==> config.mk <==
export PLATFORM = sky130hd
export DESIGN_NAME = muldiv_unit
export DESIGN_NICKNAME = d
export VERILOG_FILES = /design/src/rtl/muldiv_unit.sv
export SDC_FILE = /design/constraint.sdc
export NUM_CORES = 2
export LEC_CHECK = 0
export CAP_MARGIN = 5
export CORE_MARGIN = 2
export CORE_UTILIZATION = 25
export CTS_CLUSTER_DIAMETER = 40
export DETAILED_ROUTE_END_ITERATION = 12
export GPL_ROUTABILITY_DRIVEN = 0
export PLACE_DENSITY = 0.38
export SYNTH_ARGS = -nofsm -noshare
export SYNTH_HDL_FRONTEND = slang
export SYNTH_SLANG_ARGS = --single-unit
==> constraint.sdc <==
create_clock -name clk -period 6.5 [get_ports clk]
set_input_delay 0.975 -clock clk [delete_from_list [all_inputs] [get_ports clk]]
set_output_delay 0.975 -clock clk [all_outputs]
set_load 0.1 [all_outputs]
==> src/rtl/muldiv_unit.sv <==
// Iterative RISC-V M-extension multiply/divide unit: shift-add multiply and
// restoring divide, one bit per cycle, with a one-cycle path for div-by-zero/overflow.
module muldiv_unit #(
  parameter int WIDTH = 64
) (
  input  logic             clk,
  input  logic             rst,
  input  logic             start,
  input  logic [2:0]       op,
  input  logic [WIDTH-1:0] rs1_data,
  input  logic [WIDTH-1:0] rs2_data,
  output logic             busy,
  output logic             done,
  output logic [WIDTH-1:0] result
);

  localparam int CW = (WIDTH > 1) ? $clog2(WIDTH) : 1;

  typedef enum logic [1:0] {S_IDLE, S_CALC, S_DONE} state_t;

  state_t           r_state;
  logic [2:0]       r_op;
  logic             r_neg;
  logic             r_rem_neg;
  logic [CW-1:0]    r_cnt;
  logic [WIDTH-1:0] r_hi;
  logic [WIDTH-1:0] r_lo;
  logic [WIDTH-1:0] r_b;
  logic [WIDTH-1:0] r_result;
  logic             r_busy;
  logic             r_done;

  logic             w_a_signed, w_b_signed, w_a_neg, w_b_neg;
  logic [WIDTH-1:0] w_a_mag, w_b_mag;
  logic             w_div_zero, w_ovf;
  logic [WIDTH-1:0] w_fast_result;
  logic [WIDTH:0]   w_sum;
  logic [WIDTH:0]   w_rem_shift;
  logic             w_ge;
  logic [WIDTH-1:0] w_hi_next, w_lo_next;
  logic [2*WIDTH-1:0] w_prod, w_prod_s;
  logic [WIDTH-1:0] w_quo, w_rem;
  logic [WIDTH-1:0] w_calc_result;

  // Operand sign handling: MUL is taken unsigned since its low half is sign-agnostic.
  always_comb begin
    w_a_signed = op[2] ? ~op[0] : ((op[1:0] == 2'b01) || (op[1:0] == 2'b10));
    w_b_signed = op[2] ? ~op[0] : (op[1:0] == 2'b01);
    w_a_neg    = w_a_signed & rs1_data[WIDTH-1];
    w_b_neg    = w_b_signed & rs2_data[WIDTH-1];
    w_a_mag    = w_a_neg ? -rs1_data : rs1_data;
    w_b_mag    = w_b_neg ? -rs2_data : rs2_data;
    w_div_zero = op[2] && (rs2_data == '0);
    w_ovf      = op[2] && !op[0] && (rs1_data == {1'b1, {(WIDTH-1){1'b0}}}) && (rs2_data == '1);
    if (w_div_zero)
      w_fast_result = op[1] ? rs1_data : '1;
    else
      w_fast_result = op[1] ? '0 : {1'b1, {(WIDTH-1){1'b0}}};
  end

  // One iteration: r_lo holds multiplier / dividend bits, r_hi the partial product / remainder.
  always_comb begin
    w_sum       = {1'b0, r_hi} + (r_lo[0] ? {1'b0, r_b} : '0);
    w_rem_shift = {r_hi, r_lo[WIDTH-1]};
    w_ge        = (w_rem_shift >= {1'b0, r_b});
    if (!r_op[2]) begin
      w_hi_next = w_sum[WIDTH:1];
      w_lo_next = {w_sum[0], r_lo[WIDTH-1:1]};
    end else if (w_ge) begin
      w_hi_next = WIDTH'(w_rem_shift - {1'b0, r_b});
      w_lo_next = {r_lo[WIDTH-2:0], 1'b1};
    end else begin
      w_hi_next = w_rem_shift[WIDTH-1:0];
      w_lo_next = {r_lo[WIDTH-2:0], 1'b0};
    end
    w_prod   = {w_hi_next, w_lo_next};
    w_prod_s = r_neg ? -w_prod : w_prod;
    w_quo    = r_neg ? -w_lo_next : w_lo_next;
    w_rem    = r_rem_neg ? -w_hi_next : w_hi_next;
    case (r_op)
      3'b000:                 w_calc_result = w_prod_s[WIDTH-1:0];
      3'b001, 3'b010, 3'b011: w_calc_result = w_prod_s[2*WIDTH-1:WIDTH];
      3'b100, 3'b101:         w_calc_result = w_quo;
      default:                w_calc_result = w_rem;
    endcase
  end

  always_ff @(posedge clk) begin
    if (rst) begin
      r_state   <= S_IDLE;
      r_op      <= '0;
      r_neg     <= 1'b0;
      r_rem_neg <= 1'b0;
      r_cnt     <= '0;
      r_hi      <= '0;
      r_lo      <= '0;
      r_b       <= '0;
      r_result  <= '0;
      r_busy    <= 1'b0;
      r_done    <= 1'b0;
    end else begin
      case (r_state)
        S_IDLE: begin
          r_done <= 1'b0;
          if (start) begin
            r_op      <= op;
            r_neg     <= w_a_neg ^ w_b_neg;
            r_rem_neg <= w_a_neg;
            r_cnt     <= '0;
            r_hi      <= '0;
            r_lo      <= w_a_mag;
            r_b       <= w_b_mag;
            if (w_div_zero || w_ovf) begin
              r_result <= w_fast_result;
              r_done   <= 1'b1;
              r_state  <= S_DONE;
            end else begin
              r_busy  <= 1'b1;
              r_state <= S_CALC;
            end
          end
        end
        S_CALC: begin
          r_hi  <= w_hi_next;
          r_lo  <= w_lo_next;
          r_cnt <= r_cnt + 1'b1;
          if (r_cnt == CW'(WIDTH - 1)) begin
            r_result <= w_calc_result;
            r_busy   <= 1'b0;
            r_done   <= 1'b1;
            r_state  <= S_DONE;
          end
        end
        S_DONE: begin
          r_done  <= 1'b0;
          r_state <= S_IDLE;
        end
        default: r_state <= S_IDLE;
      endcase
    end
  end

  assign busy   = r_busy;
  assign done   = r_done;
  assign result = r_result;

endmodule
==> impl_metrics.yaml <==
outcome:
  status: "complete, no violations"
logic_synthesis:
  ys_warn_count: 0
  syn_nets: 4808
  syn_area_um2: 31140
  synth_cell_types: 99
  netlist_instances: 4534
  yosysTopAreaCell: "dfxtp_1"
  synth_area_leaders: "dfxtp_1, a21oi_1, xnor2_1"
  synth-edff-count: 0
  synth-seq-cells: 271
  yosysSeqAreaShare: 0.1742
  syn_avg_cell_area_um2: 6.869
  synthMostInstantiatedCell: "nand2_1"
  synth_common_cells: "nand2_1, nor2_1, a21oi_1"
  ys_async_sr_fraction: 0
  synth.top_cell.area_share: 0.1742
  ys.flop_type: "dfxtp_1"
power_and_ir_drop:
  combPwrFrac: 0.595
  total_power_mw: 18.05
  switching_share: 0.5014
  pwr-share-clk: 0.266
  seqPwrFrac: 0.140
  powerDensity_nw_per_um2: 437.5
  ir_drop_v: 0.0003586
  p_switching_mw: 9.051
  leakage_nw: 15.76
  intPower_mw: 8.999
timing:
  report.final.hold_viol_count: 0
  finClkSkew_ns: 0.04569
  min_period_over_period: 0.9682
  fin_crit_ns: 6.293
  finalMaxSlewViolations: 0
  slew_headroom: 0.1860
  setup_viol: 0
  tightestPinTransition_ns: 1.212
  max_freq_mhz: 158.9
placed_design:
  io_buffers: 199
  hpwl_mm: 145.6
  place_inst: 6537
setup_path:
  regToRegEndpoint: "result[57]"
  cp_data_arrival_time_ns: 6.90
  endpoint_kind: "flip-flop"
  start_kind: "flip-flop"
  r2r_slack_ns: 0.21
  reg2reg_from: "r_b[63]"
  path_max_fanout: 9
  crit_type: "reg2reg"
  worstPathRequired_ns: 7.11
  r2r_cells: 24
route:
  vias: 38130
  ant_nets: 0
  wl_per_cell_um: 27.02
  drc_errors: 0
  wirelength_mm: 181.2
  first_pass_iters: 6
  drtIter0Drc: 4244
  viasPerCell: 5.684
hold_path:
  hold_path_depth: 2
  hp-start: "result[6]"
  worstHoldPathType: "reg2reg"
  whs_endpoint: "result[6]"
global_route:
  grt_pass1_wl_mm: 258.5
  grt_pass1_vias: 36490
  grt_max_degree: 141
  gr-total-overflow: 0
  grt_usage: 0.2751
  antenna_found_initial: 12
clock_network:
  cts.clk_slew.worst_paths_ns: 0.05
  numCtsBuffers: 91
  cts_max_path_buffers: 3
  clock_sink_count: 271
  clk_latency_ns: 0.70
  htreeDepth: 3
  cts_tree: "built"
  cts-root-buf: "clkbuf_16"
floorplanning:
  die_h_um: 357.0
  dieArea_um2: 127400
  initial_core_util: 0.2519
  num_rows: 129
  io_pins: 200
  die_w_um: 357.0
  core_um2: 123600
layout:
  syn_to_final_growth_pct: 32.45
  fin_nets: 5270
  stdcell_count: 6708
  drive_above_1_share: 0.1468
run:
  drv_cap: 0
stage by stage:
step | setup slack, ns | setup TNS (ns) | hold slack (ns) | area [um2] | utilization
floorplan | 0.5425 | 0 | 0.4403 | 31140 | -
finish | 0.2069 | 0 | 0.4583 | 41250 | 0.3337
global placement | -0.09451 | -0.1479 | 0.4523 | 37810 | 0.3058
CTS | 0.01217 | 0 | 0.4625 | 41140 | 0.3327
detailed placement | -0.1009 | -0.2104 | 0.4588 | 37810 | 0.3058
global route | -0.03250 | -0.06883 | 0.4798 | 41240 | 0.3336
layer usage:
layer  global-route usage  part of all wire
met4               0.1064             0.040
met5                    0                 0
met3              0.04668             0.076
met1               0.3700              0.44
met2               0.4368              0.45
power groups by stage:
stage / sequential (mW) / clock (mW) / combinational [mW]
2_1_floorplan: 3.16 / 0 / 5.33
3_3_place_gp: 2.54 / 0 / 10.5
3_5_place_dp: 2.54 / 0 / 10.4
4_1_cts: 2.52 / 4.86 / 10.5
5_1_grt: 2.57 / 4.96 / 11.4
6_report: 2.52 / 4.79 / 10.7
layout make-up:
cell class,count,area [um2]
timing repair buffer,686,5789
fill,13630,82380
inverter,131,491.7
multi-input combinational,3815,24170
clock inverter,43,684.4
antenna,3,7.507
clock buffer,122,2625
sequential,271,5434
tap,1637,2048
how the worst max path moves through the flow:
stage / start / end / slack [ns]
after detailed placement: r_b[40] / result[56] / -0.10
after CTS: r_b[56] / result[58] / 0.01
after global routing: r_b[35] / result[46] / -0.03
final: r_b[63] / result[57] / 0.21
after floorplan: r_b[8] / result[46] / 0.54
after global placement: r_b[56] / result[56] / -0.09
cells in the final DEF (no fill, tap or decap), types with 30 or more instances in the layout:
master / Yosys / routed
ha_1: 138 / 137
buf_4: 0 / 476
o211ai_1: 108 / 108
xor2_1: 119 / 119
inv_1: 129 / 127
dfxtp_1: 271 / 268
nand2b_1: 38 / 38
clkbuf_16: 0 / 92
nand3_1: 97 / 97
a21oi_1: 413 / 408
clkdlybuf4s50_1: 0 / 198
nor4_1: 41 / 38
a31oi_1: 61 / 60
nand2_1: 484 / 483
o21a_1: 39 / 39
o22ai_1: 30 / 30
a211oi_1: 101 / 100
o21ai_0: 362 / 359
nor3_1: 119 / 118
a21o_1: 64 / 63
a22oi_1: 55 / 55
o31ai_1: 49 / 48
o41ai_1: 32 / 30
or3_1: 89 / 89
mux2i_1: 88 / 88
nor2_1: 439 / 433
xnor2_1: 221 / 221
nand4_1: 92 / 92
and2_1: 89 / 89
critical path: stages (launching register included):
cell	delay (ns)
dfxtp_1	0.33
inv_1	0.05
ha_1	0.33
nand4b_1	0.35
nor4_4	0.50
nand4_1	0.23
o31ai_1	0.30
buf_4	0.17
a211oi_4	0.07
buf_4	0.18
nand2_1	0.09
buf_4	0.21
buf_4	0.25
mux2i_1	0.28
mux2i_1	0.23
or4b_2	0.75
nor3_1	0.28
nand4_1	0.26
buf_4	0.22
o41ai_1	0.34
buf_4	0.19
xor2_1	0.18
buf_4	0.15
o221ai_1	0.10
a2bb2oi_1	0.18
state kept, by name (all words and copies together), names as in the netlist, 2 cells and up:
name	cells
result	64
r_lo	64
r_hi	64
r_op	3
r_b	64
r_state	2
r_cnt	6
cell families (layout without fill, tap and decap cells):
group                      Yosys count  in the layout  synth area share
muxes                               91             91           0.02937
AOI/OAI and AO/OA                 1579           1579            0.3287
xor gates and xnor gates           340            340           0.09561
adders and majority gates          140            140           0.05673
other                                0              3                 0
DFF                                271            271            0.1742
buffers and inverters              448            982           0.05620
and+or+nand+nor                   1665           1665            0.2592
repair_timing:
item,4_1_cts,5_1_grt
pin swaps,1,6
hold buffers,0,0
endpoints found under the setup margin,5,26
gates resized for setup,4,17
buffers inserted,0,3
Power figures use the tool's default switching activity.
